### config.mk
export PLATFORM = sky130hd
export DESIGN_NAME = expr_vector_sequencer
export DESIGN_NICKNAME = d
export VERILOG_FILES = /design/src/rtl/expr_seq_pkg.sv /design/src/rtl/expr_seq_misr.sv /design/src/rtl/expr_vector_sequencer.sv
export SDC_FILE = /design/constraint.sdc
export NUM_CORES = 1
export LEC_CHECK = 0
export ABC_AREA = 1
export BUFFER_PORTS_ARGS = -buffer_cell sky130_fd_sc_hd__buf_2
export CORE_MARGIN = 2
export CORE_UTILIZATION = 45
export CTS_CLUSTER_SIZE = 12
export DETAILED_ROUTE_END_ITERATION = 6
export PLACE_DENSITY = 0.72
export SLEW_MARGIN = 10
export SYNTH_ARGS = -nofsm -noshare
export SYNTH_HDL_FRONTEND = slang
export SYNTH_SLANG_ARGS = --single-unit
### constraint.sdc
create_clock -name clk -period 1.86 [get_ports clk]
set_input_delay 0.558 -clock clk [delete_from_list [all_inputs] [get_ports clk]]
set_output_delay 0.558 -clock clk [all_outputs]
set_load 0.01 [all_outputs]
### src/rtl/expr_seq_pkg.sv
// Shared constants, operand field map, FSM state type and step functions for the expression sequencer.
// Latency: n/a (package only).
// Backpressure: n/a (package only).
`timescale 1ns/1ps
package expr_seq_pkg;

    localparam int OPVEC_W = 60;
    localparam int Y_W     = 90;
    localparam int LFSR_W  = 64;
    localparam int WAIT_W  = 4;

    // Operand field placement on op_vec, LSB first
    localparam int A0_LSB = 0;   localparam int A0_W = 4;
    localparam int A1_LSB = 4;   localparam int A1_W = 5;
    localparam int A2_LSB = 9;   localparam int A2_W = 6;
    localparam int A3_LSB = 15;  localparam int A3_W = 4;
    localparam int A4_LSB = 19;  localparam int A4_W = 5;
    localparam int A5_LSB = 24;  localparam int A5_W = 6;
    localparam int B0_LSB = 30;  localparam int B0_W = 4;
    localparam int B1_LSB = 34;  localparam int B1_W = 5;
    localparam int B2_LSB = 39;  localparam int B2_W = 6;
    localparam int B3_LSB = 45;  localparam int B3_W = 4;
    localparam int B4_LSB = 49;  localparam int B4_W = 5;
    localparam int B5_LSB = 54;  localparam int B5_W = 6;

    // Same map as a packed struct, MSB field first
    typedef struct packed {
        logic [B5_W-1:0] b5;
        logic [B4_W-1:0] b4;
        logic [B3_W-1:0] b3;
        logic [B2_W-1:0] b2;
        logic [B1_W-1:0] b1;
        logic [B0_W-1:0] b0;
        logic [A5_W-1:0] a5;
        logic [A4_W-1:0] a4;
        logic [A3_W-1:0] a3;
        logic [A2_W-1:0] a2;
        logic [A1_W-1:0] a1;
        logic [A0_W-1:0] a0;
    } op_vec_t;

    // Feedback taps
    localparam int LFSR_T0 = 63;
    localparam int LFSR_T1 = 62;
    localparam int LFSR_T2 = 60;
    localparam int LFSR_T3 = 59;
    localparam int MISR_T0 = 89;
    localparam int MISR_T1 = 88;
    localparam int MISR_T2 = 86;
    localparam int MISR_T3 = 83;

    typedef enum logic [1:0] {
        IDLE = 2'd0,
        LOAD = 2'd1,
        WAIT = 2'd2,
        DONE = 2'd3
    } seq_state_t;

    // One Fibonacci step: shift left, feedback into bit 0
    function automatic logic [LFSR_W-1:0] lfsr_next(input logic [LFSR_W-1:0] l);
        logic fb;
        fb = l[LFSR_T0] ^ l[LFSR_T1] ^ l[LFSR_T2] ^ l[LFSR_T3];
        return {l[LFSR_W-2:0], fb};
    endfunction

endpackage

### src/rtl/expr_seq_misr.sv
// 90-bit multiple-input signature register folding one y word per enabled cycle.
// Latency: signature updates on the clock edge where en is high; clear has priority over en.
// Backpressure: none; the caller gates en.
`timescale 1ns/1ps
module expr_seq_misr
    import expr_seq_pkg::*;
(
    input  logic           clk,
    input  logic           reset,
    input  logic           clr_i,
    input  logic           en_i,
    input  logic [Y_W-1:0] y_i,
    output logic [Y_W-1:0] sig_o
);

    logic [Y_W-1:0] m_q;
    logic [Y_W-1:0] m_d;
    logic           fb;

    assign fb  = m_q[MISR_T0] ^ m_q[MISR_T1] ^ m_q[MISR_T2] ^ m_q[MISR_T3];
    assign m_d = {m_q[Y_W-2:0], fb} ^ y_i;

    // Signature register: reset/clear to zero, otherwise fold y_i when enabled
    always_ff @(posedge clk) begin
        if (reset || clr_i) begin
            m_q <= '0;
        end else if (en_i) begin
            m_q <= m_d;
        end
    end

    assign sig_o = m_q;

endmodule

### src/rtl/expr_vector_sequencer.sv
// Applies LFSR operand vectors to an expression block, folds each result into a MISR, checks the signature.
// Latency: 2+DUT_LAT cycles per vector; done pulses NUM_VECTORS*(2+DUT_LAT) cycles after start.
// Backpressure: start ignored unless IDLE; with EXPR_SEQ_PAUSE_EN, pause freezes LOAD/WAIT.
`timescale 1ns/1ps
module expr_vector_sequencer
    import expr_seq_pkg::*;
#(
    parameter int          NUM_VECTORS = 256,
    parameter int          DUT_LAT     = 0,
    parameter logic [63:0] SEED        = 64'h0000_0000_0000_0001,
    localparam int         IDX_W       = $clog2(NUM_VECTORS + 1)
) (
`ifdef EXPR_SEQ_PAUSE_EN
    input  logic               pause,
`endif
    input  logic               clk,
    input  logic               reset,
    input  logic               start,
    input  logic [Y_W-1:0]     exp_sig,
    input  logic [Y_W-1:0]     y_in,
    output logic [OPVEC_W-1:0] op_vec,
    output logic               busy,
    output logic               done,
    output logic               pass,
    output logic [Y_W-1:0]     signature,
    output logic [IDX_W-1:0]   vec_idx
);

    // Parameter sanity, caught at elaboration
    generate
        if (NUM_VECTORS < 1) begin : g_bad_num_vectors
            $error("expr_vector_sequencer: NUM_VECTORS must be >= 1");
        end
        if ((DUT_LAT < 0) || (DUT_LAT > 15)) begin : g_bad_dut_lat
            $error("expr_vector_sequencer: DUT_LAT must be in 0..15");
        end
    endgenerate

    // An all-zero LFSR would lock up, so a zero seed is replaced by 1
    localparam logic [LFSR_W-1:0] SEED_EFF = (SEED == 64'd0) ? 64'd1 : SEED;
    localparam logic [IDX_W-1:0]  LAST_IDX = IDX_W'(NUM_VECTORS - 1);
    localparam logic [IDX_W-1:0]  FULL_IDX = IDX_W'(NUM_VECTORS);
    localparam logic [WAIT_W-1:0] LAT_CNT  = WAIT_W'(DUT_LAT);

    logic pause_w;
`ifdef EXPR_SEQ_PAUSE_EN
    assign pause_w = pause;
`else
    assign pause_w = 1'b0;
`endif

    seq_state_t        state_q;
    logic [LFSR_W-1:0] lfsr_q;
    op_vec_t           op_vec_q;
    logic [WAIT_W-1:0] wait_cnt_q;
    logic [IDX_W-1:0]  vec_idx_q;
    logic              busy_q;
    logic              done_q;
    logic              pass_q;

    logic              misr_clr;
    logic              misr_en;
    logic [Y_W-1:0]    sig_w;

    // Signature is cleared on an accepted start and folds y_in at the end of the last WAIT cycle
    assign misr_clr = (state_q == IDLE) && start;
    assign misr_en  = (state_q == WAIT) && !pause_w && (wait_cnt_q == '0);

    expr_seq_misr u_misr (
        .clk   (clk),
        .reset (reset),
        .clr_i (misr_clr),
        .en_i  (misr_en),
        .y_i   (y_in),
        .sig_o (sig_w)
    );

    // Run sequencer: operand generation, wait counting, vector count and registered status
    always_ff @(posedge clk) begin
        if (reset) begin
            state_q    <= IDLE;
            lfsr_q     <= SEED_EFF;
            op_vec_q   <= '0;
            wait_cnt_q <= '0;
            vec_idx_q  <= '0;
            busy_q     <= 1'b0;
            done_q     <= 1'b0;
            pass_q     <= 1'b0;
        end else begin
            done_q <= 1'b0;
            case (state_q)
                IDLE: begin
                    if (start) begin
                        lfsr_q    <= SEED_EFF;
                        vec_idx_q <= '0;
                        pass_q    <= 1'b0;
                        busy_q    <= 1'b1;
                        state_q   <= LOAD;
                    end
                end
                LOAD: begin
                    if (!pause_w) begin
                        op_vec_q   <= op_vec_t'(lfsr_q[OPVEC_W-1:0]);
                        wait_cnt_q <= LAT_CNT;
                        state_q    <= WAIT;
                    end
                end
                WAIT: begin
                    if (!pause_w) begin
                        if (wait_cnt_q != '0) begin
                            wait_cnt_q <= wait_cnt_q - 1'b1;
                        end else begin
                            lfsr_q <= lfsr_next(lfsr_q);
                            if (vec_idx_q != FULL_IDX) begin
                                vec_idx_q <= vec_idx_q + 1'b1;
                            end
                            if (vec_idx_q == LAST_IDX) begin
                                busy_q  <= 1'b0;
                                done_q  <= 1'b1;
                                state_q <= DONE;
                            end else begin
                                state_q <= LOAD;
                            end
                        end
                    end
                end
                DONE: begin
                    pass_q  <= (sig_w == exp_sig);
                    state_q <= IDLE;
                end
                default: begin
                    busy_q  <= 1'b0;
                    state_q <= IDLE;
                end
            endcase
        end
    end

    assign op_vec    = op_vec_q;
    assign busy      = busy_q;
    assign done      = done_q;
    assign pass      = pass_q;
    assign signature = sig_w;
    assign vec_idx   = vec_idx_q;

endmodule

== Word-level counts from Yosys, hierarchy flattened ==
Cells that the tools add are included.

* Register bits: 232
* Input port bits: 183

* Bitwise gates (word level): 8
* Equal/unequal tests: 11
* Reduce and logical (&&, ||, !) cells: 16
* Add/sub/neg operators: 2
* Mux-type cells: 20

{| class="wikitable"
|+ Operators with widths
! operator !! count
|-
| $mux 64 || 2
|-
| $pmux 64 s2 || 1
|-
| $eq 90x90->1 || 1
|-
| $xor 90x90->90 || 1
|-
| $mux 9 || 3
|-
| $pmux 9 s2 || 1
|-
| $add 9x1->9 const B || 1
|-
| $eq 9x8->1 const B || 1
|-
| $ne 9x9->1 const B || 1
|-
| $pmux 2 s4 || 1
|-
| $pmux 4 s2 || 1
|-
| $reduce_and 4->1 || 2
|-
| $mux 2 || 3
|-
| $ne 2x1->1 const B || 3
|-
| $reduce_and 2->1 || 3
|-
| $reduce_bool 2->1 || 3
|-
| $xor 1x1->1 || 6
|-
| $mux 1 || 5
|-
| $eq 2x2->1 const B || 2
|-
| $logic_not 4->1 || 1
|-
| $mux 4 || 1
|-
| $ne 2x2->1 const B || 2
|-
| $pmux 1 s2 || 2
|-
| $reduce_bool 4->1 || 1
|-
| other kinds (8) || 9
|}

== Longest topological paths before layout ==
Gate-level depths: netlist (run 1).

* Depth after elaboration: 5
* Gate-level depth with buffers: 12
* Depth with buffers taken out: 12

== Modules after synthesis ==
A second synthesis (run 1) with hierarchy kept.

* Cells, all modules: 1724
* Area, all modules: 11647.4 µm²

{| class="wikitable"
|+ By module, submodules not included
! module !! seq. area each (µm²) !! cells an instance !! instances !! area an instance (µm²)
|-
| expr_vector_sequencer || 2842.7 || 1138 || 1 || 7275.7
|-
| expr_seq_misr || 1801.7 || 586 || 1 || 4371.7
|}

== Least setup slack after synthesis (run 1) ==
OpenSTA, ideal clock, no wires.

* Path kind: flip-flop to flip-flop
* Start point: register vec_idx_q[1], in the netlist vec_idx[1]
* End point: register vec_idx_q[8], in the netlist vec_idx[8]
* Clock period less this slack: 1608 ps
* Setup time: 65 ps
* Slack: 252 ps
* Stages on the path, launching flop included: 10
* Arrival time: 1543 ps
* Path through: dfxtp_1 > ha_1 > nand2_1 > nor3_1 > nand2_1 > nor2_1 > ha_1 > o21ai_0 > o21ai_0 > nor2_1

* Word-level cells in the longest chain between the ends: 4

{| class="wikitable"
|+ Ends and longest elaborated chain
! what !! RTL line !! source
|-
| from (decl) || expr_vector_sequencer.sv:56 || <nowiki>logic [IDX_W-1:0] vec_idx_q;</nowiki>
|-
| from (signal assigned) || expr_vector_sequencer.sv:115 || <nowiki>vec_idx_q <= vec_idx_q + 1'b1;</nowiki>
|-
| $add 9x1->9 || expr_vector_sequencer.sv:115 ||
|-
| $mux 9 || expr_vector_sequencer.sv:114 || <nowiki>if (vec_idx_q != FULL_IDX) begin</nowiki>
|-
| $mux 9 || expr_vector_sequencer.sv:110 || <nowiki>if (wait_cnt_q != '0) begin</nowiki>
|-
| $pmux 9 s2 || expr_vector_sequencer.sv:91 || <nowiki>case (state_q)</nowiki>
|}

Several ways; a longest one is shown, not always the timed one. The select of a mux whose other input is x is not followed.
A chain may end at the register's enable or synchronous reset.

== Final worst setup path (run 1) ==
* Start point: register u_misr.m_q[20], in the netlist u_misr.sig_o[20]
* End point: output signature[20]

{| class="wikitable"
|+ RTL lines
! what !! RTL line !! source
|-
| from (decl) || expr_seq_misr.sv:16 || <nowiki>logic [Y_W-1:0] m_q;</nowiki>
|-
| from (signal assigned) || expr_seq_misr.sv:28 || <nowiki>m_q <= m_d;</nowiki>
|-
| to (decl) || expr_vector_sequencer.sv:25 || <nowiki>output logic [Y_W-1:0] signature,</nowiki>
|}

No word-level cell between the ends.

==> results of run 1 <==
-- per-stage QoR --
stage | utilization, % | setup slack (ns) | instance area [µm²] | setup TNS, ns | total power, mW
2_1_floorplan | - | 0.2524 | 10530 | 0 | 6.481
3_3_place_gp | 55.06 | 0.1371 | 12540 | 0 | 7.269
3_5_place_dp | 55.06 | 0.09746 | 12540 | 0 | 7.292
4_1_cts | 58.26 | 0.04176 | 13270 | 0 | 11.84
5_1_grt | 58.46 | -0.02691 | 13320 | -0.1244 | 12.26
6_report | 58.46 | 0.04418 | 13320 | 0 | 11.76
-- cells by family after synthesis --
family,count (synthesis),share of synthesized area [%]
simple gates,427,15.86
compound gates,394,20.67
buf+inv,260,9.919
flops,232,44.10
xor+xnor,108,8.981
fa+ha+maj,4,0.4752
-- flip-flops by register name (all words and copies together) (netlist names) --
signal and count:
u_misr.sig_o 90, lfsr_q 64, op_vec 60, vec_idx 9, wait_cnt_q 4, state_q 2, busy 1, done 1
pass 1
-- layout make-up --
| cell class | count | area (µm²) | area share (%) |
|---|---|---|---|
| diodes | 6 | 15.01 | 0.1128 |
| clock inverters | 5 | 40.04 | 0.3007 |
| repair buffers | 366 | 1959 | 14.72 |
| inverters | 187 | 704.4 | 5.290 |
| clock buffers | 33 | 685.7 | 5.149 |
| flip-flops and latches | 232 | 4649 | 34.92 |
| well taps | 313 | 391.6 | 2.941 |
| multi-input cells | 933 | 4870 | 36.57 |
-- layer usage --
metal	part of all wire (%)	wire length, µm	GRT usage, %
met1	43	15760	38.26
met2	46	17020	47.79
met3	7.3	2674	4.185
met4	3.4	1234	10.57
met5	0.035	13	0
-- power by group --
group | total, mW | internal (mW) | switching [mW]
logic | 1.79 | 0.684 | 1.11
registers | 5.42 | 5.22 | 0.203
clock network | 4.55 | 2.57 | 1.98
-- repair_timing --
| item | CTS | global route |
|---|---|---|
| endpoints found under the setup margin | 4 | 93 |
| hold buffers | 0 | 0 |
| gates resized for setup | 4 | 8 |
-- final timing paths --
check	endpoint	cells past startpoint	slack, ns
max reg2reg	u_misr.sig_o[88]	8	0.16
min reg2reg	lfsr_q[56]	2	0.46
max	signature[20]	1	0.04
min	u_misr.sig_o[2]	3	0.32
-- cells in the mapped netlist --
library cell    n  area (µm²)
a211oi_1       27       202.7
a211oi_2        4       50.05
a21o_1          1       7.510
a21oi_1       151       755.7
a221oi_1       26       227.7
buf_1           8       30.03
buf_2          23       115.1
buf_4           2       15.01
buf_6           4       45.04
clkbuf_1       36       135.1
clkinv_1        3       11.26
dfxtp_1       232        4644
ha_1            4       50.05
inv_1         182       683.2
inv_2           1       3.750
inv_4           1       6.260
nand2_1       238       893.4
nand2_2         2       12.51
nand2_4         1       11.26
nand3_1        27       135.1
nor2_1        149       559.3
nor2_2          1       6.260
nor3_1          7       35.03
nor3_2          1       10.01
nor3b_1         1       7.510
o211a_1         1       10.01
o211ai_1        1       7.510
o21ai_0       183       915.9
xnor2_1        39       341.6
xor2_1         69       604.3
==> flow_metrics.env, run 1 <==
export IMPL_grt_max_degree=96
export IMPL_setup_viol=0
export IMPL_grt_usage_pct=28.85
export IMPL_max_freq_ghz=0.5507
export IMPL_max_stage_delay_ns=0.52
export IMPL_drc=0
export IMPL_grt_pass1_vias=9768
export IMPL_crit_path_end_kind="primary output"
export IMPL_die_area_mm2=0.02465
export IMPL_clockRootBuffer="clkbuf_16"
export IMPL_synth_seq_cells=232
export IMPL_critical_path_startpoint="u_misr.sig_o[20]"
export IMPL_seq_area_frac_synth_pct=44.10
export IMPL_drtIter0Drc=792
export IMPL_mostFrequentLayoutCell="buf_2"
export IMPL_r2r_start="wait_cnt_q[0]"
export IMPL_maxSlewViolCount=0
export IMPL_tritoncts="built"
export IMPL_cts_setup_buffers=0
export IMPL_place_inst=2031
export IMPL_clock_sinks=232
export IMPL_final_cell_mix="buf_2 (344), nand2_1 (237), dfxtp_1 (228)"
export IMPL_synth_area_mm2=0.01053
export IMPL_cpMaxStageDelayCell="dfxtp_1"
export IMPL_timing_final_hold_violations=0
export IMPL_drt_total_wl_um=36710
export IMPL_wl_per_cell_um=17.69
export IMPL_place_hpwl_um=27990
export IMPL_h_tree_depth=1
export IMPL_synthToLayoutAreaGrowth_pct=26.42
export IMPL_pin_count=345
export IMPL_critPathTopFamily="flip-flops"
export IMPL_die_h_um=157.0
export IMPL_power_density_mw_per_mm2=882.9
export IMPL_ant_nets=0
export IMPL_antenna_found_initial=7
export IMPL_crit_type="reg2out"
export IMPL_path_cells="buf_2"
export IMPL_vias=10620
export IMPL_slew_headroom_pct=61.34
export IMPL_die_w_um=157.0
export IMPL_synth_avg_cell_area_um2=7.391
export IMPL_hold_class="in2reg"
export IMPL_viasPerCell=5.119
export IMPL_cp_start_kind="register"
export IMPL_gp_congestion=0.9559
export IMPL_drt_first_pass_iters=5
export IMPL_syn_num_nets=1612
export IMPL_coreArea_mm2=0.02278
export IMPL_cp_num_buf_inv=1
export IMPL_grt_overflow_total=0
export IMPL_synthDistinctLibCells=30
export IMPL_drive_above_1_share_pct=23.92
export IMPL_start_util_pct=46.24
export IMPL_rows=55
export IMPL_worstMarginPinSlew_ns=0.5799
export IMPL_numCtsBuffers=25
export IMPL_worstPathMaxFanout=5
export IMPL_max_vdd_ir_drop_v=0.0008984
export IMPL_syn_inst=1425
export IMPL_maxCapViolations=0
export IMPL_fill_cells=2170
export IMPL_whs_ns=0.3227
export IMPL_clock_skew_ns=0.009663
export IMPL_clockBufferDepth=3
export IMPL_yosys_warnings=0
export IMPL_path_clk_slew_ns=0.06
export IMPL_hp_start="y_in[2]"
export IMPL_layout_min_cycle_time_ns=1.816
export IMPL_nNetsFinal=1932
export IMPL_fin_crit_sh_pct=97.62
export IMPL_outcome="finished clean"
export IMPL_cp_data_arrival_time_ns=1.26
export IMPL_final_cells=2075
export IMPL_grt_pass1_wl_um=54790
export IMPL_power_leakage_nw=6.229
export IMPL_clock_latency_ns=0.53
export IMPL_portBuffers=344
export IMPL_cp_required_ns=1.30
Power figures use the tool's default switching activity.
==> inputs of run 2 (changes only) <==
- CTS_BUF_LIST: default -> sky130_fd_sc_hd__clkbuf_8
==> run 2 against run 1 <==
Flip-flop and latch count is the same. First-iteration DRC count fell by 1.5%. Worst setup slack better by 0.021 ns. Sequential share of layout area shrank 0.056 points. Worst hold slack gained 0.015 ns. Maximum frequency rose by 1.1%. Register-to-register slack better by 0.02 ns. Critical path type unchanged. Largest cell class unchanged.
==> flow_metrics.env, run 2 (synthesized netlist as in run 1, its figures left out) <==
export IMPL_outcome="finished clean"
export IMPL_clock_sinks=232
export IMPL_largest_reg_flops=90
export IMPL_fin_crit_sh_pct=96.52
export IMPL_wl_per_cell_um=17.57
export IMPL_rows=55
export IMPL_power_leakage_nw=6.301
export IMPL_drtIter0Drc=780
export IMPL_hp_start="y_in[2]"
export IMPL_power_net_switching_mw=3.355
export IMPL_design_area_mm2=0.01334
export IMPL_worstPathMaxFanout=5
export IMPL_place_inst=2031
export IMPL_maxCapViolations=0
export IMPL_coreArea_mm2=0.02278
export IMPL_drt_total_wl_um=36980
export IMPL_hold_end="u_misr.sig_o[2]"
export IMPL_antenna_found_initial=7
export IMPL_crit_type="reg2out"
export IMPL_die_area_mm2=0.02465
export IMPL_vias=10740
export IMPL_fill_cells=2164
export IMPL_die_w_um=157.0
export IMPL_ant_nets=0
export IMPL_grt_max_degree=96
export IMPL_path_cells="buf_2"
export IMPL_grt_pass1_wl_um=55500
export IMPL_worstMarginPinSlew_ns=0.6067
export IMPL_max_stage_delay_ns=0.48
export IMPL_clock_skew_ns=0.02819
export IMPL_critPathTopFamily="flip-flops"
export IMPL_grt_pass1_vias=10040
export IMPL_r2r_start="wait_cnt_q[0]"
export IMPL_power_frac_clock_pct=37.7
export IMPL_fin_ws_ns=0.06476
export IMPL_start_util_pct=46.24
export IMPL_reg2regPathDepth=8
export IMPL_place_hpwl_um=27990
export IMPL_cp_start_kind="register"
export IMPL_drive_above_1_share_pct=24.75
export IMPL_rsz0062_at_grt="false"
export IMPL_netSwitchingFraction_pct=28.96
export IMPL_synthToLayoutAreaGrowth_pct=26.62
export IMPL_portBuffers=344
export IMPL_pin_count=345
export IMPL_p_total_mw=11.58
export IMPL_drc=0
export IMPL_crit_path_end_kind="primary output"
export IMPL_die_h_um=157.0
export IMPL_numCtsBuffers=40
export IMPL_cp_required_ns=1.30
export IMPL_critical_path_startpoint="u_misr.sig_o[57]"
export IMPL_clockBufferDepth=3
export IMPL_slew_headroom_pct=59.55
export IMPL_r2r_slack_ns=0.18
export IMPL_comb_power_share_pct=15.5
export IMPL_drt_first_pass_iters=5
export IMPL_final_cell_mix="buf_2 (344), nand2_1 (237), dfxtp_1 (228)"
export IMPL_gp_congestion=0.9559
export IMPL_maxSlewViolCount=0
export IMPL_h_tree_depth=2
export IMPL_cp_data_arrival_time_ns=1.24
export IMPL_totalNegativeSetupSlack_ns=0
export IMPL_mostFrequentLayoutCell="buf_2"
export IMPL_cts_hold_buf=0
export IMPL_nNetsFinal=1947
export IMPL_hold_class="in2reg"
export IMPL_p_int_mw=8.229
export IMPL_cts_setup_buffers=0
export IMPL_reg2reg_to="u_misr.sig_o[86]"
export IMPL_cp_num_buf_inv=1
export IMPL_power_density_mw_per_mm2=868.6
export IMPL_whs_path_depth=3
export IMPL_max_vdd_ir_drop_v=0.0007404
export IMPL_path_clk_slew_ns=0.06
export IMPL_grt_overflow_total=0
export IMPL_setup_viol=0
export IMPL_pwr_share_seq_pct=46.8
export IMPL_clockRootBuffer="clkbuf_8"
export IMPL_viasPerCell=5.104
export IMPL_timing_final_hold_violations=0
export IMPL_cpMaxStageDelayCell="dfxtp_1"
export IMPL_layout_min_cycle_time_ns=1.795
export IMPL_final_cells=2105
export IMPL_grt_usage_pct=29.19
export IMPL_pre_cts_ws_ns=0.09746
export IMPL_max_freq_ghz=0.5570
export IMPL_clock_latency_ns=0.53
export IMPL_tritoncts="built"
export IMPL_dpl_cell_area_mm2=0.01254
[run 2: cell count changes in the layout (fill, tap and decap cells not counted), sizes merged]
cell,change
clkbuf,+14
inv,+12
clkinvlp,+2
buf,+1
clkinv,+1
[run 2: final cells by class]
| cell class | instances | area, µm² | share of cell area (%) |
|---|---|---|---|
| inverters | 187 | 704.4 | 5.282 |
| clock inverters | 20 | 88.84 | 0.6661 |
| repair buffers | 366 | 1957 | 14.67 |
| flip-flops and latches | 232 | 4649 | 34.86 |
| multi-input cells | 933 | 4870 | 36.51 |
| clock buffers | 48 | 660.6 | 4.954 |
| diodes | 6 | 15.01 | 0.1126 |
| well taps | 313 | 391.6 | 2.936 |
[run 2: worst max path at each step]
stage,slack (ns),endpoint,cells past startpoint
6_report,0.06,signature[57],1
5_1_grt,0.006,u_misr.sig_o[65],8
4_1_cts,0.003,signature[17],1
3_5_place_dp,0.1,u_misr.sig_o[72],8
3_3_place_gp,0.14,vec_idx[8],11
2_1_floorplan,0.25,vec_idx[8],9
[run 2: worst reg2reg max path: cells and delay by family, from the launching register on]
kind / cells / cell delay [ns]
buf+inv: 4 / 0.67
flops: 1 / 0.34
compound gates: 1 / 0.23
fa+ha+maj: 1 / 0.20
simple gates: 2 / 0.15
[run 2: power groups by stage]
stage                     Sequential [mW]  Combinational (mW)  Clock (mW)
final                                5.42                1.79        4.37
after global routing                 5.45                1.98        4.67
after CTS                            5.42                1.78        4.45
after detailed placement             5.52                1.77           0
after global placement               5.52                1.75           0
after floorplan                      5.56               0.921           0
[run 2: layer usage]
metal	routed length (µm)	vias to the layer above	track usage (%)
met5	11	-	0
met2	16760	454	46.83
met3	2874	94	5.231
li1	-	5262	-
met1	15780	4931	38.16
met4	1553	2	13.67
[run 2: repair_timing]
| action | CTS | global route |
|---|---|---|
| pin swaps | 0 | 1 |
| endpoints found under the setup margin | 3 | 90 |
| resized for setup | 3 | 8 |
[run 2: through the flow]
| step | util [%] | hold WS, ns |
|---|---|---|
| floorplan | - | 0.4441 |
| global placement | 55.06 | 0.4529 |
| detailed placement | 55.06 | 0.4557 |
| CTS | 58.36 | 0.3136 |
| global route | 58.55 | 0.3397 |
| finish | 58.55 | 0.3377 |
